## config.mk

```make
export PLATFORM = sky130hd
export DESIGN_NAME = servo_pwm_bank_flat
export DESIGN_NICKNAME = d
export VERILOG_FILES = /design/src/rtl/servo_pwm_bank_if.sv /design/src/rtl/servo_pwm_bank.sv /design/src/flat_wrapper.sv
export SDC_FILE = /design/constraint.sdc
export NUM_CORES = 1
export LEC_CHECK = 0
export CORE_MARGIN = 10
export CORE_UTILIZATION = 30
export DETAILED_ROUTE_END_ITERATION = 10
export GPL_TIMING_DRIVEN = 1
export PLACE_DENSITY = 0.53
export SLEW_MARGIN = 10
export SYNTH_ARGS = -nofsm -noshare
export SYNTH_HDL_FRONTEND = slang
export SYNTH_SLANG_ARGS = --single-unit
```

## constraint.sdc

```tcl
create_clock -name clk -period 2.6 [get_ports clk]
set_input_delay 0.78 -clock clk [delete_from_list [all_inputs] [get_ports clk]]
set_output_delay 0.78 -clock clk [all_outputs]
set_load 0.05 [all_outputs]
```

## src/rtl/servo_pwm_bank_if.sv

```systemverilog
// Write port, enable requests and PWM status outputs of servo_pwm_bank.
interface servo_pwm_bank_if #(
  parameter int unsigned N_CH = 4,
  parameter int unsigned CW   = 11,
  parameter int unsigned CHW  = (N_CH > 1) ? $clog2(N_CH) : 1
);
  logic            wr_en;
  logic [CHW-1:0]  wr_ch;
  logic [CW-1:0]   wr_data;
  logic [N_CH-1:0] ch_en;
  logic [N_CH-1:0] sig;
  logic [N_CH-1:0] pending;
  logic            frame_start;

  modport master (
    output wr_en, wr_ch, wr_data, ch_en,
    input  sig, pending, frame_start
  );

  modport slave (
    input  wr_en, wr_ch, wr_data, ch_en,
    output sig, pending, frame_start
  );
endinterface

```

## src/rtl/servo_pwm_bank.sv

```systemverilog
// Bank of servo PWM channels sharing one frame counter; pulse widths and
// enables are double-buffered and committed only at the frame wrap.
module servo_pwm_bank #(
  parameter int unsigned N_CH   = 4,
  parameter int unsigned CW     = 11,
  parameter int unsigned DIV    = 500,
  parameter int unsigned FRAME  = 2000,
  parameter int unsigned PW_MIN = 50,
  parameter int unsigned PW_MAX = 250,
  parameter int unsigned CHW    = (N_CH > 1) ? $clog2(N_CH) : 1
) (
  input  logic clk,
  input  logic rst_n,
  servo_pwm_bank_if.slave bus
);

  localparam int unsigned PSW = $clog2(DIV);

  logic [PSW-1:0]  r_presc;
  logic [CW-1:0]   r_frame;
  logic [CW-1:0]   r_shadow [N_CH];
  logic [CW-1:0]   r_active [N_CH];
  logic [N_CH-1:0] r_en_act;
  logic [N_CH-1:0] r_pending;
  logic [N_CH-1:0] r_sig;
  logic            r_frame_start;

  logic            w_tick;
  logic            w_commit;
  logic            w_wr_ok;
  logic [CW-1:0]   w_clamped;

  assign w_tick   = (r_presc == PSW'(DIV - 1));
  assign w_commit = w_tick && (r_frame == CW'(FRAME - 1));
  assign w_wr_ok  = bus.wr_en && (32'(bus.wr_ch) < N_CH);

  // Clamp requested width: zero keeps the channel off, otherwise bound to PW_MIN..PW_MAX
  always_comb begin
    w_clamped = bus.wr_data;
    if (bus.wr_data == '0) begin
      w_clamped = '0;
    end else if (bus.wr_data < CW'(PW_MIN)) begin
      w_clamped = CW'(PW_MIN);
    end else if (bus.wr_data > CW'(PW_MAX)) begin
      w_clamped = CW'(PW_MAX);
    end
  end

  // Prescaler: 0..DIV-1, tick on the terminal count
  always_ff @(posedge clk or negedge rst_n) begin
    if (!rst_n) begin
      r_presc <= '0;
    end else if (w_tick) begin
      r_presc <= '0;
    end else begin
      r_presc <= r_presc + PSW'(1);
    end
  end

  // Shared frame counter advancing once per tick, wrapping at FRAME-1
  always_ff @(posedge clk or negedge rst_n) begin
    if (!rst_n) begin
      r_frame <= '0;
    end else if (w_tick) begin
      if (r_frame == CW'(FRAME - 1)) begin
        r_frame <= '0;
      end else begin
        r_frame <= r_frame + CW'(1);
      end
    end
  end

  // Frame-start strobe in the cycle following the commit
  always_ff @(posedge clk or negedge rst_n) begin
    if (!rst_n) begin
      r_frame_start <= 1'b0;
    end else begin
      r_frame_start <= w_commit;
    end
  end

  // Shadow/active double buffer; a write on the commit cycle lands in shadow
  // after active has taken the previous shadow value, so it stays pending
  always_ff @(posedge clk or negedge rst_n) begin
    if (!rst_n) begin
      for (int unsigned i = 0; i < N_CH; i++) begin
        r_shadow[i] <= '0;
        r_active[i] <= '0;
      end
      r_en_act  <= '0;
      r_pending <= '0;
    end else begin
      for (int unsigned i = 0; i < N_CH; i++) begin
        if (w_commit) begin
          r_active[i]  <= r_shadow[i];
          r_en_act[i]  <= bus.ch_en[i];
          r_pending[i] <= 1'b0;
        end
        if (w_wr_ok && (bus.wr_ch == CHW'(i))) begin
          r_shadow[i]  <= w_clamped;
          r_pending[i] <= 1'b1;
        end
      end
    end
  end

  // Registered PWM compare against the shared frame counter
  always_ff @(posedge clk or negedge rst_n) begin
    if (!rst_n) begin
      r_sig <= '0;
    end else begin
      for (int unsigned i = 0; i < N_CH; i++) begin
        r_sig[i] <= r_en_act[i] && (r_frame < r_active[i]);
      end
    end
  end

  assign bus.sig         = r_sig;
  assign bus.pending     = r_pending;
  assign bus.frame_start = r_frame_start;

endmodule

```

## src/flat_wrapper.sv

```systemverilog
// flat-port wrapper written by rule: the top's interface ports become plain ports
module servo_pwm_bank_flat 
#(
  parameter int unsigned N_CH   = 4,
  parameter int unsigned CW     = 11,
  parameter int unsigned DIV    = 500,
  parameter int unsigned FRAME  = 2000,
  parameter int unsigned PW_MIN = 50,
  parameter int unsigned PW_MAX = 250,
  parameter int unsigned CHW    = (N_CH > 1) ? $clog2(N_CH) : 1
)
  (clk, rst_n, bus_wr_en, bus_wr_ch, bus_wr_data, bus_ch_en, bus_sig, bus_pending, bus_frame_start);
  servo_pwm_bank_if #(.N_CH(N_CH), .CW(CW), .CHW(CHW)) bus_i ();
  input  logic clk;
  input  logic rst_n;
  input wire logic [$bits(bus_i.wr_en)-1:0] bus_wr_en;
  input wire logic [$bits(bus_i.wr_ch)-1:0] bus_wr_ch;
  input wire logic [$bits(bus_i.wr_data)-1:0] bus_wr_data;
  input wire logic [$bits(bus_i.ch_en)-1:0] bus_ch_en;
  output wire logic [$bits(bus_i.sig)-1:0] bus_sig;
  output wire logic [$bits(bus_i.pending)-1:0] bus_pending;
  output wire logic [$bits(bus_i.frame_start)-1:0] bus_frame_start;
  assign bus_i.wr_en = bus_wr_en;
  assign bus_i.wr_ch = bus_wr_ch;
  assign bus_i.wr_data = bus_wr_data;
  assign bus_i.ch_en = bus_ch_en;
  assign bus_sig = bus_i.sig;
  assign bus_pending = bus_i.pending;
  assign bus_frame_start = bus_i.frame_start;
  servo_pwm_bank #(.N_CH(N_CH), .CW(CW), .DIV(DIV), .FRAME(FRAME), .PW_MIN(PW_MIN), .PW_MAX(PW_MAX), .CHW(CHW)) u_core (.clk(clk), .rst_n(rst_n), .bus(bus_i));
endmodule
```

Word-level counts from Yosys, hierarchy flattened
Cells that the tools add are included.
Widths: inputs -> output; s select.
- register bits after elaboration: 121
- input bits: 20
- output and inout port bits: 9
- logic and storage cells: 55
- $add $sub $neg: 2
- magnitude comparators: 6
- eq/ne operators: 5
- multiplexer cells: 10
- reduce and logical (&&, ||, !) cells: 15
- operators by type and width (kind ; number):
    $lt 11x11->1 ; 4
    $mux 11 ; 4
    $add 11x1->11 const B ; 1
    $eq 11x11->1 const B ; 1
    $gt 11x8->1 const B ; 1
    $logic_not 11->1 ; 1
    $lt 11x6->1 const B ; 1
    $add 9x1->9 const B ; 1
    $eq 9x9->1 const B ; 1
    $logic_and 1x1->1 ; 9
    $mux 9 ; 1
    $reduce_bool 2->1 ; 4
    $mux 1 ; 5
    $eq 2x2->1 const B ; 2
    $eq 2x1->1 const B ; 1
    $logic_not 2->1 ; 1

Depth between registers and ports, before layout
Gate-level depths: netlist (run 1).
- depth in word-level cells: 4
- depth in mapped cells: 8
- gate-level depth less buffers: 6

Worst setup path after synthesis (run 1)
No wires, ideal clock.
- path type: register to register
- from: register u_core.r_presc[0]
- to: register u_core.r_active[0] (netlist bit)
- setup time: 0.127 ns
- data arrival time: 1.803 ns
- data required time: 2.473 ns
- slack: 0.669 ns
- stages on the path, launching flop included: 9
- path buffers: 3
- clock period less this slack: 1.931 ns
- cells stage by stage: dfrtp_1 > ha_1 > nand4bb_1 > buf_2 > or2_1 > buf_2 > nor2_8 > buf_6 > mux2_1
- longest elaborated chain between the ends: 2
- RTL lines (item ; RTL line ; text):
    from (decl) ; servo_pwm_bank.sv:19 ; logic [PSW-1:0] r_presc;
    from (signal assigned) ; servo_pwm_bank.sv:56 ; r_presc <= r_presc + PSW'(1);
    $eq 9x9->1 ; servo_pwm_bank.sv:33 ; assign w_tick = (r_presc == PSW'(DIV - 1));
    $logic_and 1x1->1 ; servo_pwm_bank.sv:34 ; assign w_commit = w_tick && (r_frame == CW'(FRAME - 1));
    to (signal, indexed assignment) ; servo_pwm_bank.sv:95 ; r_active[i] <= r_shadow[i];
    to (decl) ; servo_pwm_bank.sv:22 ; logic [CW-1:0] r_active [N_CH];
No other way between the ends.
A chain may end at the register's enable or synchronous reset.

Worst setup path after layout (run 1)
- from: register u_core.r_pending[2] (netlist: u_core.bus.pending[2])
- to: output bus_pending[2]
- RTL lines (item ; RTL line ; text):
    from (decl) ; servo_pwm_bank.sv:24 ; logic [N_CH-1:0] r_pending;
    from (signal assigned) ; servo_pwm_bank.sv:91 ; r_pending <= '0;
    from (signal, indexed assignment) ; servo_pwm_bank.sv:97 ; r_pending[i] <= 1'b0;
    from (signal, indexed assignment) ; servo_pwm_bank.sv:101 ; r_pending[i] <= 1'b1;
    to (decl) ; flat_wrapper.sv:21 ; output wire logic [$bits(bus_i.pending)-1:0] bus_pending;
No word-level cell between the ends.

==> metrics.md, run 1 <==
| Metric | Value |
|---|---|
| Hold buffers post-CTS | 0 |
| Clock Latency Late Sink | about 0.4 ns |
| Leakage | roughly 3.3 nW |
| Ys async rst share | 100% |
| Ant. Diodes | 0 |
| Post-route ant nets | 0 |
| Worst-path maximum fanout | 2 |
| Placed Cells | a little under 800 |
| Sw Ratio | about 22% |
| Syn-to-layout area delta | 22.0% |
| FP Rows | 50 |
| Psw | 1.02 mW |
| Max Freq | between 0.4 and 0.5 GHz |
| First-pass GRT wire length | about 21,000 um |
| Fin cells | 814 |
| Post-DR vias/cell | ~4.8 |
| Setup TNS | 0 ns |
| Max rail drop VDD | roughly 0.31 mV |
| Post-CTS Setup Bufs | 0 |
| Final Max Tran Viols | 0 |
| # fillers | 1,834 |
| DRC Markers | 0 |
| CP required | around 1.8 ns |
| Reg power frac | a little over two fifths |
| Post-CTS sizing | 0 |
| Clock power share | a little over half |
| Buffer depth of the longest clock path | 2 |
| Vias in the first global route | 4,126 |
| Die W | 159 um |
| TritonCTS clock tree | yes |
| Initial antenna violation count | 0 |
| Minimum clock period | ~2.4 ns |
| Register bit total from synthesis | around 120 |
| Combinational power share | under 10% |
| Congestion Overflow GR | 0 |
| I/O Pins | 29 |
| Global placer's final weighted congestion | approximately 0.81 |
| Vias | between 3,000 and 4,000 |
| Worst Clk Skew | ~0.0077 ns |
| Core area | 18,800 um2 |
| P_int | roughly 3.5 mW |
| Initial DRC Count | 177 |
| MaxCap Viol Count | 0 |
| Final worst path period share | ~90% |
| Worst Tran Pin Value | around 0.68 ns |
| Worst slew margin | between 50% and 60% |
| Avg Synthesized Cell Area | between 10 and 15 um2 |
| H-tree Lvls | 4 |
| Final HPWL DP | just under 9000 um |
| Critical path cell sequence | clkdlybuf4s50_1 |
| Mapped Area | around 5800 um2 |
| Initial core utilization | between 30 and 40% |
| Critical path's top delay family | buffers and inverters |
| Pin count of the biggest net entering global routing | 56 |
| Crit path kind | register to primary output |
| Final setup fails | 0 |
| Critical-path top delay cell | clkdlybuf4s50_1 |
| Ys flop type | dfrtp_1 |
| Power Density | 646 nW/um2 |
| Highest cell delay on the worst timing path | roughly 0.8 ns |
| Nets@finish | 629 |
| Cell area after placement | 6420 um2 |
| Critical Path Sink Type | primary output |
| Synthesis Warnings | 0 |
| EDFF count, synth | 0 |
| Seq. cell area | about 3000 um2 |
| Syn_nets | 577 |
| Synth unique cells | 42 |
| Worst setup SP type | register |
| PortBufs | 28 |
| Gr usage total | about a tenth |
| Hold WS | between 0.3 and 0.4 ns |
| Die H | around 160 um |
| Arr. time, crit path | 1.57 ns |
| WL/cell | approximately 15 um |
| Syn Inst Count | between 500 and 600 |
| Total iterations of the first detailed-routing run | 4 |
| RSZ-0062 raised after global routing | no |
| WL final | roughly 12,000 um |
| Clock transition at the registers of the reported paths | 0.06 ns |
| Final instance area | 7020 um2 |
| Final Hold Viols | 0 |
| Die area | 25,100 um2 |
| Clock buffer count from CTS | 17 |
| Sequential area share after synthesis | between 50% and 60% |
| Multi-input logic area | between 2000 and 2500 um2 |
| Root buffer cell | clkbuf_16 |
| Worst Path Buf+Inv | 1 |
| Run status | complete, no violations |
| Share of layout cells above drive strength 1 | 10.3% |
| CTS Sinks | roughly 120 |
| Hold crit path type | primary input to async pin |
[area by class of cell]
type | instances | share of cell area, %
Sequential cell | 121 | 43.1
Multi-Input combinational cell | 336 | 35.2
Timing Repair Buffer | 49 | 6.73
Clock buffer | 17 | 6.06
Tap cell | 234 | 4.17
Clock inverter | 15 | 2.48
Inverter | 42 | 2.24
[registers in the layout, indices dropped and copies added (netlist names)]
name / flops
u_core.bus.frame_start: 1
u_core.bus.pending: 4
u_core.bus.sig: 4
u_core.r_active: 44
u_core.r_en_act: 4
u_core.r_frame: 11
u_core.r_presc: 9
u_core.r_shadow: 44
[metal layers]
metal,up-vias,track usage [%],part of all wire [%]
met5,-,0,0
met4,0,3.79,1.6
met3,12,3.48,3.7
met2,55,17.2,48
met1,1941,12.7,47
li1,1910,-,-
[placed cells by master, fill, tap and decap left out, types with 3 or more instances in the layout]
cell / netlist / layout
nor4_1: 6 / 6
clkinvlp_4: 0 / 5
clkdlybuf4s50_1: 0 / 27
a21oi_1: 8 / 8
ha_1: 42 / 42
buf_4: 0 / 19
bufinv_16: 0 / 3
nand2b_1: 8 / 8
a31oi_1: 5 / 5
dfrtp_1: 121 / 121
and3_1: 5 / 5
o31ai_1: 3 / 3
clkinv_2: 0 / 4
inv_6: 0 / 3
or3_1: 3 / 3
and2_1: 12 / 12
a21o_1: 14 / 14
mux2_1: 48 / 48
nand4_1: 13 / 13
a221oi_1: 4 / 4
nand2_1: 53 / 53
clkbuf_16: 0 / 17
and4_1: 5 / 5
buf_12: 0 / 3
inv_1: 42 / 42
nor2_1: 14 / 14
xnor2_1: 7 / 7
nand3_1: 16 / 16
o21ai_0: 42 / 42
[kinds of logic (layout without fill, tap and decap cells)]
kind of cell	after synthesis	in the layout	share of synthesized area [%]
simple gates	150	150	14.0
flops	121	121	52.6
compound gates	86	86	8.91
buf+inv	58	123	4.48
mux	50	50	9.73
fa+ha+maj	42	42	9.13
xor+xnor	8	8	1.22
[worst paths after layout]
path	slack (ns)	endpoint	depth (start not counted)	from
max	0.25	bus_pending[2]	1	u_core.bus.pending[2]
min	0.32	u_core.r_presc[5]	1	rst_n
max reg2reg	0.55	u_core.r_active[2]	6	u_core.r_frame[1]
min reg2reg	0.47	u_core.r_shadow[33]	2	u_core.r_shadow[33]
max in group asynchronous	1.54	u_core.r_active[20]	2	rst_n
min in group clk	0.47	u_core.r_shadow[33]	2	u_core.r_shadow[33]
[synth_stat cells (3+ instances only)]
cell,count,area (um2)
a21o_1,14,105
a21oi_1,8,40.0
a221oi_1,4,35.0
a31oi_1,5,31.3
and2_1,12,75.1
and3_1,5,31.3
and4_1,5,43.8
buf_6,5,56.3
clkbuf_1,9,33.8
dfrtp_1,121,3030
ha_1,42,526
inv_1,42,158
mux2_1,48,541
nand2_1,53,199
nand2b_1,8,50.1
nand3_1,16,80.1
nand4_1,13,81.3
nor2_1,14,52.6
nor4_1,6,37.5
o21ai_0,42,210
o31ai_1,3,22.5
or3_1,3,18.8
xnor2_1,7,61.3
[power groups by stage]
stage | registers (mW) | clock network (mW) | logic (mW)
global route | 1.99 | 2.54 | 0.192
finish | 1.98 | 2.39 | 0.165
global placement | 2.02 | 0 | 0.163
CTS | 1.98 | 2.44 | 0.171
detailed placement | 2.02 | 0 | 0.171
floorplan | 2.01 | 0 | 0.0675
[stage by stage]
stage | total power [mW] | worst slack (ns) | utilization, %
floorplan | 2.08 | 0.669 | -
global placement | 2.18 | 0.136 | 34.2
detailed placement | 2.19 | 0.0903 | 34.2
CTS | 4.60 | 0.215 | 37.4
global route | 4.72 | 0.177 | 37.4
finish | 4.54 | 0.246 | 37.4
Note: power is estimated with default switching activity, not from simulation.
==> run 2, diff against run 1 <==
- CTS_CLUSTER_SIZE: unset -> 16
- DONT_BUFFER_PORTS: unset -> 1
- MAX_ROUTING_LAYER: unset -> met4
- PLACE_DENSITY: 0.53 -> 0.51
==> metrics.md, run 2 (same netlist as run 1, synthesis figures left out) <==
| Metric | Value |
|---|---|
| Worst setup SP type | register |
| CTS Sinks | 121 (unchanged) |
| Post-CTS Setup Bufs | 0 (unchanged) |
| Crit path kind | register to register |
| Minimum clock period | 2.15 ns (-0.206 ns) |
| Final HPWL DP | 8930 um (+1.4%) |
| Share of layout cells above drive strength 1 | 9.54% (-0.80 points) |
| Buffer depth of the longest clock path | 2 (unchanged) |
| Initial antenna violation count | 0 (unchanged) |
| Vias | 3,812 (-2.7%) |
| Critical Path Sink Type | register |
| MaxCap Viol Count | 0 (unchanged) |
| Commonest non-fill, non-tap cell in the layout | dfrtp_1 |
| Critical-path top delay cell | dfrtp_1 |
| Total iterations of the first detailed-routing run | 4 (unchanged) |
| Final worst path period share | 82.6% (-7.9 points) |
| WL final | 12,700 um (+2.8%) |
| Vias in the first global route | 4,049 (-1.9%) |
| TritonCTS clock tree | yes |
| Hold buffers post-CTS | 0 (unchanged) |
| Reg2reg start | u_core.r_frame[1] |
| First-pass GRT wire length | 21,400 um (+3.1%) |
| Gr usage total | 11.4% (+0.84 points) |
| Most frequent cells in the layout | dfrtp_1 (121), nand2_1 (53), mux2_1 (48) |
| RSZ-0062 raised after global routing | no |
| Worst slew margin | 56.0% (+1.4 points) |
| Congestion Overflow GR | 0 (unchanged) |
| Die area | 25,100 um2 (unchanged) |
| Die H | 159 um (unchanged) |
| Highest cell delay on the worst timing path | 0.49 ns (-0.32 ns) |
| Power Density | 661 nW/um2 (+2.3%) |
| R2R cell count | 6 (unchanged) |
| Hold WS | 0.0527 ns (-0.267 ns) |
| Die W | 159 um (unchanged) |
| Final setup fails | 0 (unchanged) |
| DRC Markers | 0 (unchanged) |
| Initial core utilization | 30.7% (unchanged) |
| Ant. Diodes | 0 (unchanged) |
| Worst flop-to-flop path endpoint | u_core.r_active[14] |
| CP required | 2.90 ns (+1.08 ns) |
| I/O Pins | 29 (unchanged) |
| Clock Latency Late Sink | 0.42 ns (about the same) |
| Clock buffer count from CTS | 17 (unchanged) |
| Leakage | 3.17 nW (-4.5%) |
| Root buffer cell | clkbuf_16 |
| Initial DRC Count | 202 (+14%) |
| Worst Tran Pin Value | 0.658 ns (-0.0214 ns) |
| Final Hold Viols | 0 (unchanged) |
| Global placer's final weighted congestion | 0.790 (-3.0%) |
| Critical path cell sequence | ha_1 -> and3_1 -> nand4_2 -> nor2_8 -> buf_12 -> mux2_1 |
| Syn-to-layout area delta | 15.9% |
| Nets@finish | 594 (-5.6%) |
| Post-CTS sizing | 0 (unchanged) |
| FP Rows | 50 (unchanged) |
| WL/cell | 16.2 um (+7.4%) |
| Worst-path maximum fanout | 16 (+14) |
| PortBufs | 0 (-100%) |
| # fillers | 1,858 (+1.3%) |
| Max Freq | 0.466 GHz (+9.6%) |
| CP startpoint | u_core.r_frame[1] |
| R2r setup slk | 0.45 ns (-0.10 ns) |
| Run status | complete, no violations |
| Max rail drop VDD | 0.364 mV (+16%) |
| Pin count of the biggest net entering global routing | 122 (+120%) |
| Crit path capture | u_core.r_active[14] |
| Arr. time, crit path | 2.44 ns (+0.87 ns) |
| Top Registers | u_core.r_active: 44 flops, u_core.r_shadow: 44 flops, u_core.r_frame: 11 flops |
| Final Max Tran Viols | 0 (unchanged) |
| Setup TNS | 0 ns (unchanged) |
| Core area | 18,800 um2 (unchanged) |
| Worst Clk Skew | 0.00922 ns (+0.00147 ns) |
| Post-DR vias/cell | 4.89 (+1.7%) |
| Hold crit path type | primary input to async pin |
| Clock transition at the registers of the reported paths | 0.06 ns (about the same) |
| H-tree Lvls | 4 (unchanged) |
| Post-route ant nets | 0 (unchanged) |
==> run 2: changes by cell type in the layout (fill, tap and decap cells not counted) <==
| cell | change |
|---|---|
| inv_6 | -3 |
| bufinv_16 | -1 |
| buf_4 | -7 |
| clkdlybuf4s50_1 | -27 |
| clkinv_2 | +1 |
| buf_12 | -1 |
| clkbuf_8 | +3 |
| clkinvlp_4 | -1 |
| clkinv_4 | +1 |
==> run 2: how the worst min path moves through the flow <==
stage,startpoint,to,slack (ns),cells past startpoint
floorplan,u_core.r_shadow[0],u_core.r_shadow[0],0.45,2
global route,rst_n,u_core.r_presc[6],0.03,0
CTS,rst_n,u_core.r_shadow[42],0.03,0
finish,rst_n,u_core.bus.sig[0],0.05,0
global placement,u_core.r_shadow[29],u_core.r_shadow[29],0.46,2
detailed placement,u_core.r_shadow[28],u_core.r_shadow[28],0.47,2
==> run 2: critical path, delay by kind of cell, from the launching register on <==
kind	cells	cell delay [ns]
fa+ha+maj	1	0.24
buf+inv	1	0.21
flops	1	0.49
mux	1	0.33
simple gates	3	0.75
==> run 2: metal layers <==
layer	GRT usage [%]	vias up	routed length, um
met2	17.3	61	5690
met1	13.8	1875	6140
li1	-	1851	-
met3	3.24	25	555
met5	-	-	0
met4	5.07	0	273
==> run 2: area by class of cell <==
cell class	instances	area (um2)	area share [%]
Sequential cell	121	3030	45.4
Multi-Input combinational cell	336	2470	37.1
Clock buffer	20	467	7.00
Tap cell	234	293	4.39
Inverter	42	158	2.36
Timing Repair Buffer	14	130	1.95
Clock inverter	12	124	1.86
==> run 2: stage by stage <==
step           power [mW]  setup slack (ns)  cell area [um2]  std cells  util (%)
2_1_floorplan        2.08             0.669             5760        515         -
4_1_cts              4.47             0.430             6670        779      35.5
3_5_place_dp         2.11             0.425             6080        747      32.4
5_1_grt              4.59             0.300             6670        779      35.5
6_report             4.41             0.452             6670        779      35.5
3_3_place_gp         2.11             0.487             6080        747      32.4
==> run 2: where the power goes <==
part	internal, mW	total, mW	switching, mW
clock	1.48	2.33	0.859
sequential	1.95	1.99	0.0397
combinational	0.0336	0.0859	0.0524
total	3.46	4.41	0.951
==> run 3, diff against run 2 <==
- PLACE_DENSITY: 0.51 -> 0.52
- clock period: 2.6 -> 1.82 ns (I/O delays scaled with it)
==> metrics.md, run 3 (same netlist as run 1, synthesis figures left out) <==
| Metric | Value |
|---|---|
| Worst Clk Skew | 0.0163 ns (+0.00710 ns) |
| Initial core utilization | 30.7% (unchanged) |
| Pin count of the biggest net entering global routing | 122 (unchanged) |
| Core area | 18,800 um2 (unchanged) |
| Final worst path period share | 99.7% (+17 points) |
| Clock Latency Late Sink | 0.43 ns (about the same) |
| Post-DR vias/cell | 4.82 (-1.5%) |
| CP required | 2.12 ns (-0.78 ns) |
| Total iterations of the first detailed-routing run | 4 (unchanged) |
| Initial antenna violation count | 0 (unchanged) |
| Final instance area | 6990 um2 (+4.8%) |
| First-pass GRT wire length | 20,900 um (-2.2%) |
| Final setup fails | 0 (unchanged) |
| Initial DRC Count | 190 (-5.9%) |
| Crit path kind | register to register |
| Gr usage total | 11.1% (-0.27 points) |
| Share of layout cells above drive strength 1 | 17.2% (+7.7 points) |
| R2R cell count | 6 (unchanged) |
| DRC Markers | 0 (unchanged) |
| Cell area after placement | 6280 um2 (+3.3%) |
| Post-route ant nets | 0 (unchanged) |
| Vias in the first global route | 4,028 (-0.52%) |
| Reg power frac | 44.1% (-1.1 points) |
| Final Hold Viols | 121 (+121) |
| Buffer depth of the longest clock path | 2 (unchanged) |
| WL/cell | 15.8 um (-2.5%) |
| Die H | 159 um (unchanged) |
| Max rail drop VDD | 0.493 mV (+35%) |
| PortBufs | 0 (unchanged) |
| Worst slew margin | 65.6% (+9.6 points) |
| H-tree Lvls | 4 (unchanged) |
| Psw | 1.51 mW (+59%) |
| Power Density | 920 nW/um2 (+39%) |
| CTS Sinks | 121 (unchanged) |
| FP Rows | 50 (unchanged) |
| Combinational power share | 2.0% (about the same) |
| Syn-to-layout area delta | 21.4% |
| Sw Ratio | 23.5% (+2.0 points) |
| Clock buffer count from CTS | 17 (unchanged) |
| Arr. time, crit path | 2.12 ns (-0.32 ns) |
| Congestion Overflow GR | 0 (unchanged) |
| Power Total | 6.43 mW (+46%) |
| Global placer's final weighted congestion | 0.792 (+0.16%) |
| Vias | 3,874 (+1.6%) |
| Final Core Density | 37.2% (+1.7 points) |
| Worst setup SP type | register |
| RSZ-0062 raised after global routing | yes |
| Ant. Diodes | 0 (unchanged) |
| Hold WS | -0.182 ns (-0.234 ns) |
| Leakage | 3.31 nW (+4.6%) |
| Hold crit path type | primary input to async pin |
| Worst-path maximum fanout | 22 (+6) |
| R2r setup slk | 0.005 ns (-0.45 ns) |
| Most frequent cells in the layout | dfrtp_1 (120), nand2_1 (53), inv_1 (42) |
| Clock transition at the registers of the reported paths | 0.06 ns (about the same) |
| Place WS | -0.0584 ns (-0.483 ns) |
| I/O Pins | 29 (unchanged) |
| Critical Path Sink Type | register |
| Final worst setup slack | 0.00514 ns (-0.447 ns) |
| Die W | 159 um (unchanged) |
| MaxCap Viol Count | 0 (unchanged) |
| Commonest non-fill, non-tap cell in the layout | dfrtp_1 |
| Minimum clock period | 1.81 ns (-0.333 ns) |
| Clock power share | 53.9% (+1.0 points) |
| Run status | finished with violations |
| Root buffer cell | clkbuf_16 |
| Final Max Tran Viols | 0 (unchanged) |
| Die area | 25,100 um2 (unchanged) |
| Nets@finish | 619 (+4.2%) |
| Max Freq | 0.551 GHz (+18%) |
| Failing checks | hold timing |
| TritonCTS clock tree | yes |
| Top Registers | u_core.r_active: 44 flops, u_core.r_shadow: 44 flops, u_core.r_frame: 11 flops |
| Final HPWL DP | 8880 um (-0.62%) |
| Reg2reg start | u_core.r_presc[1] |
| Worst flop-to-flop path endpoint | u_core.r_active[28] |
| Worst Tran Pin Value | 0.516 ns (-0.142 ns) |
| WL final | 12,700 um (+0.66%) |
| P_int | 4.92 mW (+42%) |
## run 3: cell count changes in the layout (fill, tap and decap cells not counted), moves of 4 or more
cell	delta
mux2_1	-9
buf_4	+24
clkinvlp_4	-4
clkinv_2	-4
inv_8	+5
mux2_4	+9
## run 3: what timing repair did
action / CTS / global route
buffers inserted: 0 / 2
setup endpoints to repair: 48 / 56
hold endpoints to repair: 121 / 121
pin swaps: 1 / 2
gates resized for setup: 3 / 18
## run 3: power by group through the flow
stage	combinational [mW]	sequential (mW)	clock, mW
after floorplan	0.0968	2.87	0
after global placement	0.125	2.88	0
after detailed placement	0.132	2.89	0
after CTS	0.132	2.84	3.53
after global routing	0.152	2.85	3.68
final	0.129	2.84	3.46
## run 3: layer usage
metal	track usage (%)	part of all wire, %	vias to the layer above
met5	-	0	-
met4	4.68	1.3	0
met3	3.62	5.1	14
met2	16.5	45	56
met1	13.7	48	1905
li1	-	-	1899
## run 3: worst max path at each step
stage                                  from                  end  slack, ns  depth (start not counted)
after floorplan           u_core.r_presc[0]   u_core.r_active[0]      -0.05                          8
after global placement    u_core.r_presc[1]  u_core.r_active[15]      -0.02                          6
after detailed placement    bus_wr_data[10]  u_core.r_shadow[12]      -0.06                          4
after CTS                 u_core.r_presc[1]  u_core.r_active[28]      0.001                          6
after global routing      u_core.r_presc[1]  u_core.r_active[13]      -0.07                          6
final                     u_core.r_presc[1]  u_core.r_active[28]      0.005                          6
## run 3: stage by stage
step | TNS, ns | instances
floorplan | -2.39 | 515
global placement | -0.328 | 770
detailed placement | -1.07 | 770
CTS | 0 | 802
global route | -1.97 | 804
finish | 0 | 804
## run 3: critical path, stage by stage (launching register included)
cell	delay, ns
dfrtp_1	0.39
ha_4	0.16
nand4bb_1	0.13
or2_4	0.29
nor2_8	0.16
buf_12	0.20
mux2_1	0.34
## run 3: area by class of cell
cell class | count | area (um2)
clock buffer | 17 | 425
inverter | 42 | 158
clock inverter | 15 | 183
sequential | 121 | 3030
multi-input combinational | 336 | 2580
timing repair buffer | 39 | 325
fill | 1861 | 11800
tap | 234 | 293
